[src/rtl/data_bus_ctrl.sv]
// rtl/data_bus_ctrl.sv - data-side bus controller: RAM wait-state sequencer plus switch/LED/timer I/O
module data_bus_ctrl #(
   parameter int unsigned RAM_WAIT = 2
) (
   input  logic        clk,
   input  logic        rst,
   input  logic        cpu_den,
   input  logic        cpu_drw,
   input  logic [31:0] cpu_daddr,
   input  logic [31:0] cpu_dout,
   output logic [31:0] cpu_din,
   output logic        cpu_stall,
   output logic        ram_en,
   output logic        ram_we,
   output logic [21:0] ram_addr,
   output logic [31:0] ram_wdata,
   input  logic [31:0] ram_rdata,
   input  logic [7:0]  sw,
   output logic [7:0]  led
);

   // I/O register word addresses (byte address >> 2)
   localparam logic [29:0] SW_WADDR    = 30'h3C04_0000;
   localparam logic [29:0] LED_WADDR   = 30'h3C08_0000;
   localparam logic [29:0] TIMER_WADDR = 30'h3C18_0000;
   localparam logic [7:0]  RAM_REGION  = 8'h10;
   localparam logic [3:0]  WAIT_INIT   = 4'(RAM_WAIT);

   typedef enum logic [1:0] {
      ST_IDLE,
      ST_WAIT,
      ST_DONE
   } state_t;

   state_t      state_q;
   logic [3:0]  cnt_q;
   logic [31:0] rdata_q;
   logic        ram_en_q;
   logic        ram_we_q;
   logic [21:0] ram_addr_q;
   logic [31:0] ram_wdata_q;

   logic [31:0] timer_q;
   logic [31:0] timer_d;
   logic [7:0]  led_q;
   logic [7:0]  led_d;
   logic [7:0]  sw_meta_q;
   logic [7:0]  sw_sync_q;

   logic        ram_hit;
   logic        sw_hit;
   logic        led_hit;
   logic        timer_hit;
   logic        ram_req;
   logic        io_wr;
   logic [31:0] io_rdata;
   logic        unused_addr_lsb;

   assign unused_addr_lsb = ^cpu_daddr[1:0];

   assign ram_hit   = (cpu_daddr[31:24] == RAM_REGION);
   assign sw_hit    = (cpu_daddr[31:2] == SW_WADDR);
   assign led_hit   = (cpu_daddr[31:2] == LED_WADDR);
   assign timer_hit = (cpu_daddr[31:2] == TIMER_WADDR);
   assign ram_req   = cpu_den & ram_hit;

   // Stall is gated by rst so a RAM request held on the bus during reset cannot freeze the CPU.
   assign cpu_stall = rst & (((state_q == ST_IDLE) & ram_req) | (state_q == ST_WAIT));
   assign io_wr     = cpu_den & cpu_drw & ~cpu_stall;

   always_comb begin
      io_rdata = 32'h0;
      if (sw_hit) begin
         io_rdata = {24'h0, sw_sync_q};
      end else if (led_hit) begin
         io_rdata = {24'h0, led_q};
      end else if (timer_hit) begin
         io_rdata = timer_q;
      end
   end

   assign cpu_din = (state_q == ST_DONE) ? rdata_q : io_rdata;

   always_comb begin
      led_d = led_q;
      if (io_wr && led_hit) begin
         led_d = cpu_dout[7:0];
      end
   end

   // A write lands on the edge and the increment resumes from the written value next cycle.
   always_comb begin
      timer_d = timer_q + 32'd1;
      if (io_wr && timer_hit) begin
         timer_d = cpu_dout;
      end
   end

   always_ff @(posedge clk or negedge rst) begin
      if (!rst) begin
         timer_q   <= 32'h0;
         led_q     <= 8'h0;
         sw_meta_q <= 8'h0;
         sw_sync_q <= 8'h0;
      end else begin
         timer_q   <= timer_d;
         led_q     <= led_d;
         sw_meta_q <= sw;
         sw_sync_q <= sw_meta_q;
      end
   end

   always_ff @(posedge clk or negedge rst) begin
      if (!rst) begin
         state_q     <= ST_IDLE;
         cnt_q       <= 4'h0;
         rdata_q     <= 32'h0;
         ram_en_q    <= 1'b0;
         ram_we_q    <= 1'b0;
         ram_addr_q  <= 22'h0;
         ram_wdata_q <= 32'h0;
      end else begin
         case (state_q)
            ST_IDLE: begin
               if (ram_req) begin
                  ram_addr_q  <= cpu_daddr[23:2];
                  ram_wdata_q <= cpu_dout;
                  ram_we_q    <= cpu_drw;
                  ram_en_q    <= 1'b1;
                  cnt_q       <= WAIT_INIT;
                  state_q     <= ST_WAIT;
               end
            end
            ST_WAIT: begin
               if (cnt_q == 4'h0) begin
                  rdata_q  <= ram_rdata;
                  ram_en_q <= 1'b0;
                  ram_we_q <= 1'b0;
                  state_q  <= ST_DONE;
               end else begin
                  cnt_q <= cnt_q - 4'h1;
               end
            end
            ST_DONE: begin
               // The completed request is still on the bus here; it must not be re-accepted.
               state_q <= ST_IDLE;
            end
            default: begin
               state_q <= ST_IDLE;
            end
         endcase
      end
   end

   assign ram_en    = ram_en_q;
   assign ram_we    = ram_we_q;
   assign ram_addr  = ram_addr_q;
   assign ram_wdata = ram_wdata_q;
   assign led       = led_q;

endmodule

[config.mk]
export PLATFORM = sky130hd
export DESIGN_NAME = data_bus_ctrl
export DESIGN_NICKNAME = d
export VERILOG_FILES = /design/src/rtl/data_bus_ctrl.sv
export SDC_FILE = /design/constraint.sdc
export NUM_CORES = 1
export LEC_CHECK = 0
export CORE_MARGIN = 10
export CORE_UTILIZATION = 35
export CTS_BUF_LIST = sky130_fd_sc_hd__clkbuf_2
export DETAILED_ROUTE_END_ITERATION = 8
export PLACE_DENSITY = 0.69
export REMOVE_ABC_BUFFERS = 1
export SKIP_LAST_GASP = 1
export SLEW_MARGIN = 20
export SYNTH_ARGS = -nofsm -noshare
export SYNTH_HDL_FRONTEND = slang
export SYNTH_SLANG_ARGS = --single-unit
[constraint.sdc]
create_clock -name clk -period 9.9 [get_ports clk]
set_input_delay 1.98 -clock clk [delete_from_list [all_inputs] [get_ports clk]]
set_output_delay 1.98 -clock clk [all_outputs]
set_load 0.01 [all_outputs]
After elaboration in Yosys (flattened, before gate mapping)

Cells that the tools add are included.
Widths: inputs -> output; s select.

Reduce and logical (&&, ||, !) cells: 10
$add $sub $neg: 2
Multiplexer cells: 16
$lt $le $gt $ge: 0
$mul: 0
Div/mod/pow operators: 0
Bitwise logic cells: 7
Eq/ne operators: 9
Shift-type cells: 0

Operators with widths:

| kind                  | number |
|---|---|
| $mux 32               | 5 |
| $eq 30x30->1 const B  | 3 |
| $add 32x1->32 const B | 1 |
| $eq 8x5->1 const B    | 1 |
| $mux 4                | 2 |
| $pmux 4 s2            | 1 |
| $reduce_and 2->1      | 3 |
| $reduce_and 3->1      | 2 |
| $and 1x1->1           | 5 |
| $logic_not 4->1       | 1 |
| $mux 2                | 2 |
| $ne 2x2->1 const B    | 2 |
| $pmux 1 s2            | 2 |
| $pmux 2 s2            | 1 |
| $sub 4x1->4 const B   | 1 |
| $mux 1                | 3 |
| $eq 2x1->1 const B    | 1 |
| $eq 2x2->1 const B    | 1 |
| $logic_and 1x1->1     | 2 |
| $logic_not 2->1       | 1 |
| $ne 2x1->1 const B    | 1 |
| $reduce_bool 2->1     | 1 |
| $not 1->1             | 1 |
| $or 1x1->1            | 1 |

ROM bits: 0
Output and inout bits: 97
Register bits: 150
Memories: 0
Latch bits: 0
Memory bits (writable): 0
Logic and storage cells: 55
Input bits: 108

Logic depth before layout (Yosys ltp)

Depth after elaboration: 9
Gate-level depth with buffers: 8

Worst setup path before layout

Ideal clock, no wire load.

Kind: input to output
Start point: in cpu_daddr[24]
End point: out cpu_din[0]
Data arrival time: 4,171 ps
Setup slack: 3,749 ps
Stages: 5
Cells stage by stage: or4b_4 or4_4 nor4_1 a221oi_1 nor2_1

Word-level cells in the longest chain between the ends: 5
Elaborated cells between the ends (all ways): 7

RTL lines:

| what         | line | text |
|---|---|---|
| from (decl)  | 9    | `input logic [31:0] cpu_daddr,` |
| $eq 30x30->1 | 64   | `assign timer_hit = (cpu_daddr[31:2] == TIMER_WADDR);` |
| $mux 32      | 77   | `end else if (timer_hit) begin` |
| $mux 32      | 75   | `end else if (led_hit) begin` |
| $mux 32 (*)  | 73   | `if (sw_hit) begin` |
| $mux 32 (*)  | 82   | `assign cpu_din = (state_q == ST_DONE) ? rdata_q : io_rdata;` |
| to (decl)    | 11   | `output logic [31:0] cpu_din,` |

Mark *: on every way between the ends. The rest lies on a longest branch, timed or not.

Final worst setup path

Start point: in cpu_daddr[27]
End point: out cpu_din[23]

The elaborated chain is that of the path after synthesis.

==> results_dict.tcl <==
set metrics [dict create \
    status "complete, no violations" \
    setup_viol_count_final 0 \
    dr.pass1.iters 5 \
    post_synth_mux_area_share_pct 2.93 \
    timing.setup.critical_path_class "primary input to output port" \
    hold_path_startpoint "sw_meta_q[2]" \
    layout-drive-gt1-share_pct 6.62 \
    final_max_slew_viol_count 0 \
    synth-edff-count 0 \
    p_per_area_mw_per_mm2 132 \
    post_synth_inst_count 721 \
    die-width_um 158 \
    synth_adder_area_share_pct 0.560 \
    holdWs_ns 0.364 \
    drc 0 \
    seq_area_frac_synth_pct 56.0 \
    syn-mean-instance-area_sq_um 9.29 \
    gp_congestion 0.790 \
    cts_buffer_depth 2 \
    netlist_top_cells_count "sky130_fd_sc_hd__nand2_1 (304), sky130_fd_sc_hd__dfrtp_1 (150), sky130_fd_sc_hd__o21ai_0 (32)" \
    aggregate_negative_setup_slack_ns 0 \
    synth.ff_latch_count 150 \
    rsz0062_at_grt "false" \
    fillCellCount 1748 \
    tritoncts_clock_tree "built" \
    compound_gate_portion_of_the_synthesized_area_pct 7.62 \
    setup.worst_path.start "cpu_daddr[27]" \
    clkLatencyLatePin_ns 0.70 \
    post_drt_via_cell_ratio 4.92 \
    worst_setup_path_end_kind "output port" \
    top_level_ports 205 \
    port_buffers 202 \
    min_period_ns 7.58 \
    grt_pass1_wl_um 32500 \
    hp-class "flop to flop" \
    ys_async_sr_fraction_pct 100 \
    netlist.top_cell.by_area "sky130_fd_sc_hd__dfrtp_1" \
    grt_remaining_overflow 0 \
    final_net_count 1023 \
    required_arrival_time_at_the_worst_endpoint_ns 7.92 \
    layout-area-overhead-vs-synth_pct 37.6 \
    fmax_mhz 132 \
    routed_wire_length_per_instance_um 18.4 \
    vdd_ir_drop_max_v 0.0000796 \
    antenna_diode_count 0 \
    hold_buffers 0 \
    synthTopCellsByArea "sky130_fd_sc_hd__dfrtp_1 (56%), sky130_fd_sc_hd__nand2_1 (17%), sky130_fd_sc_hd__a22o_1 (3.7%), sky130_fd_sc_hd__xnor2_1 (3.1%), sky130_fd_sc_hd__o21ai_0 (2.4%)" \
    clock_transition_at_the_registers_of_the_reported_paths_ns 0.21 \
    max_cap_viol_count 0 \
    totalWireLength_um 21300 \
    clock_tree.htree_level_count 4 \
    cts.root.buffer_cell "sky130_fd_sc_hd__clkbuf_2" \
    initialDrtViolationCount 312 \
    cts_setup_buffers 0 \
    synth.distinct_cells 43 \
    groute.usage.overall_pct 16.8 \
    relSlewSlack_pct 37.9 \
    post_synth_xor_area_fraction_pct 3.92 \
    final_hold_viol_count 0 \
    synth_top_flop_cell "sky130_fd_sc_hd__dfrtp_1" \
    worst-path-max-fanout 24 \
    dieHeight_um 158 \
    grt_antenna_before_repair 1 \
    floorplan.initialDensity_pct 35.7 \
    synth_most_common_cell "sky130_fd_sc_hd__nand2_1" \
    synthesis.area_sq_mm 0.00670 \
    critPathArrivalTime_ns 5.60 \
    synth-simple-area-share_pct 26.0 \
    cts_made_buffers 17 \
    worst_clock_skew_ns 0.0446 \
    source_of_the_worst_register_to_register_timing_path "state_q[0]" \
    grt_pass1_vias 5716 \
    timing_worst_slew_pin_value_ns 0.930 \
    startpoint_class_of_the_critical_path "primary input" \
    post_cts.resized_instances 0 \
    yosys_warnings 0 \
    dpl.hpwl_um 15100 \
    final_antenna_net_count 0 \
    fin_crit_sh_pct 76.6 \
    dieArea_sq_mm 0.0251 \
    cts_sinks 150 \
    core-area_sq_mm 0.0188 \
    synth_top_family_by_area "simple AND/OR/NAND/NOR gates" \
    yosys.area.top_type_share_pct 56.0 \
    grt_start_max_net_pins 78 \
    dr_total_vias 5693 \
    number_of_standard_cell_rows_in_the_floorplan 50 \
    power.static_leakage_nw 4.04 \
]
-- worst paths after layout --
path | to | slack [ns] | cells after the start
setup / recovery | cpu_din[23] | 2.32 | 7
hold / removal | sw_sync_q[2] | 0.36 | 0
setup reg to reg | led[7] | 7.16 | 5
max in group asynchronous | sw_meta_q[7] | 7.41 | 2
min in group asynchronous | sw_meta_q[0] | 1.27 | 1
hold reg to reg | sw_sync_q[2] | 0.36 | 0
-- per-layer routing --
metal | part of all wire (%) | global-route usage [%] | vias to the layer above
met4 | 0.58 | 3.48 | 2
li1 | - | - | 2759
met5 | 0.061 | 0 | -
met1 | 44 | 21.2 | 2721
met3 | 9.7 | 7.45 | 14
met2 | 46 | 26.0 | 197
-- state kept, by name, indices dropped and copies added, names as in the netlist --
| signal | count |
|---|---|
| ram_addr | 22 |
| led | 8 |
| timer_q | 32 |
| rdata_q | 32 |
| state_q | 2 |
| sw_meta_q | 8 |
| ram_en | 1 |
| sw_sync_q | 8 |
| cnt_q | 4 |
| ram_wdata | 32 |
| ram_we | 1 |
-- logic make-up after synthesis --
logic type      count (synthesis)
mux                            15
compound gates                 72
buf+inv                        48
simple gates                  403
fa+ha+maj                       3
flops                         150
xor+xnor                       30
-- report_power, final --
part	internal (mW)	switching, mW
clock	0.186	0.217
sequential	0.648	0.0193
combinational	0.0812	0.0658
total	0.915	0.302
-- through the flow --
stage	std cells	worst slack (ns)	power (mW)	utilization, %	instance area [sq um]
floorplan	683	2.93	0.725	-	6540
global placement	1127	2.31	0.823	47.7	8940
detailed placement	1127	2.31	0.828	47.7	8940
CTS	1156	2.30	1.24	49.1	9220
global route	1156	2.21	1.28	49.1	9220
finish	1156	2.32	1.22	49.1	9220
-- critical path, cell delays in order --
cell and delay (ns):
sky130_fd_sc_hd__clkdlybuf4s50_1 0.43, sky130_fd_sc_hd__or4b_4 0.56, sky130_fd_sc_hd__or4_4 0.57, sky130_fd_sc_hd__and4bb_1 0.57, sky130_fd_sc_hd__and3_2 0.68, sky130_fd_sc_hd__a22o_1 0.22, sky130_fd_sc_hd__clkdlybuf4s50_1 0.57
-- layout by cell type, fill, tap and decap left out, types with 2 or more instances in the layout --
master	instances
sky130_fd_sc_hd__a221oi_1	8
sky130_fd_sc_hd__a22o_1	28
sky130_fd_sc_hd__and2_1	3
sky130_fd_sc_hd__and3_1	4
sky130_fd_sc_hd__and4_1	4
sky130_fd_sc_hd__buf_4	7
sky130_fd_sc_hd__buf_6	2
sky130_fd_sc_hd__bufinv_16	5
sky130_fd_sc_hd__clkbuf_2	18
sky130_fd_sc_hd__clkdlybuf4s50_1	201
sky130_fd_sc_hd__clkinv_1	2
sky130_fd_sc_hd__clkinv_2	2
sky130_fd_sc_hd__dfrtp_1	150
sky130_fd_sc_hd__ha_1	3
sky130_fd_sc_hd__inv_1	10
sky130_fd_sc_hd__mux2_2	5
sky130_fd_sc_hd__mux2_4	8
sky130_fd_sc_hd__mux2i_1	2
sky130_fd_sc_hd__nand2_1	304
sky130_fd_sc_hd__nand2b_1	3
sky130_fd_sc_hd__nand3_1	15
sky130_fd_sc_hd__nand4_1	6
sky130_fd_sc_hd__nor2_1	26
sky130_fd_sc_hd__nor2b_1	2
sky130_fd_sc_hd__nor3_1	6
sky130_fd_sc_hd__nor4_1	13
sky130_fd_sc_hd__nor4b_1	2
sky130_fd_sc_hd__o21ai_0	32
sky130_fd_sc_hd__or4b_2	2
sky130_fd_sc_hd__xnor2_1	24
sky130_fd_sc_hd__xor2_1	6
-- final cells by class --
cell class / instances / area (sq um) / share of cell area [%]
well taps: 234 / 293 / 3.17
clock buffers: 18 / 90.1 / 0.977
clock inverters: 11 / 184 / 1.99
repair buffers: 210 / 2090 / 22.6
inverters: 10 / 37.5 / 0.407
multi-input cells: 523 / 2780 / 30.1
flip-flops and latches: 150 / 3750 / 40.7
Note: power is estimated with default switching activity, not from simulation.
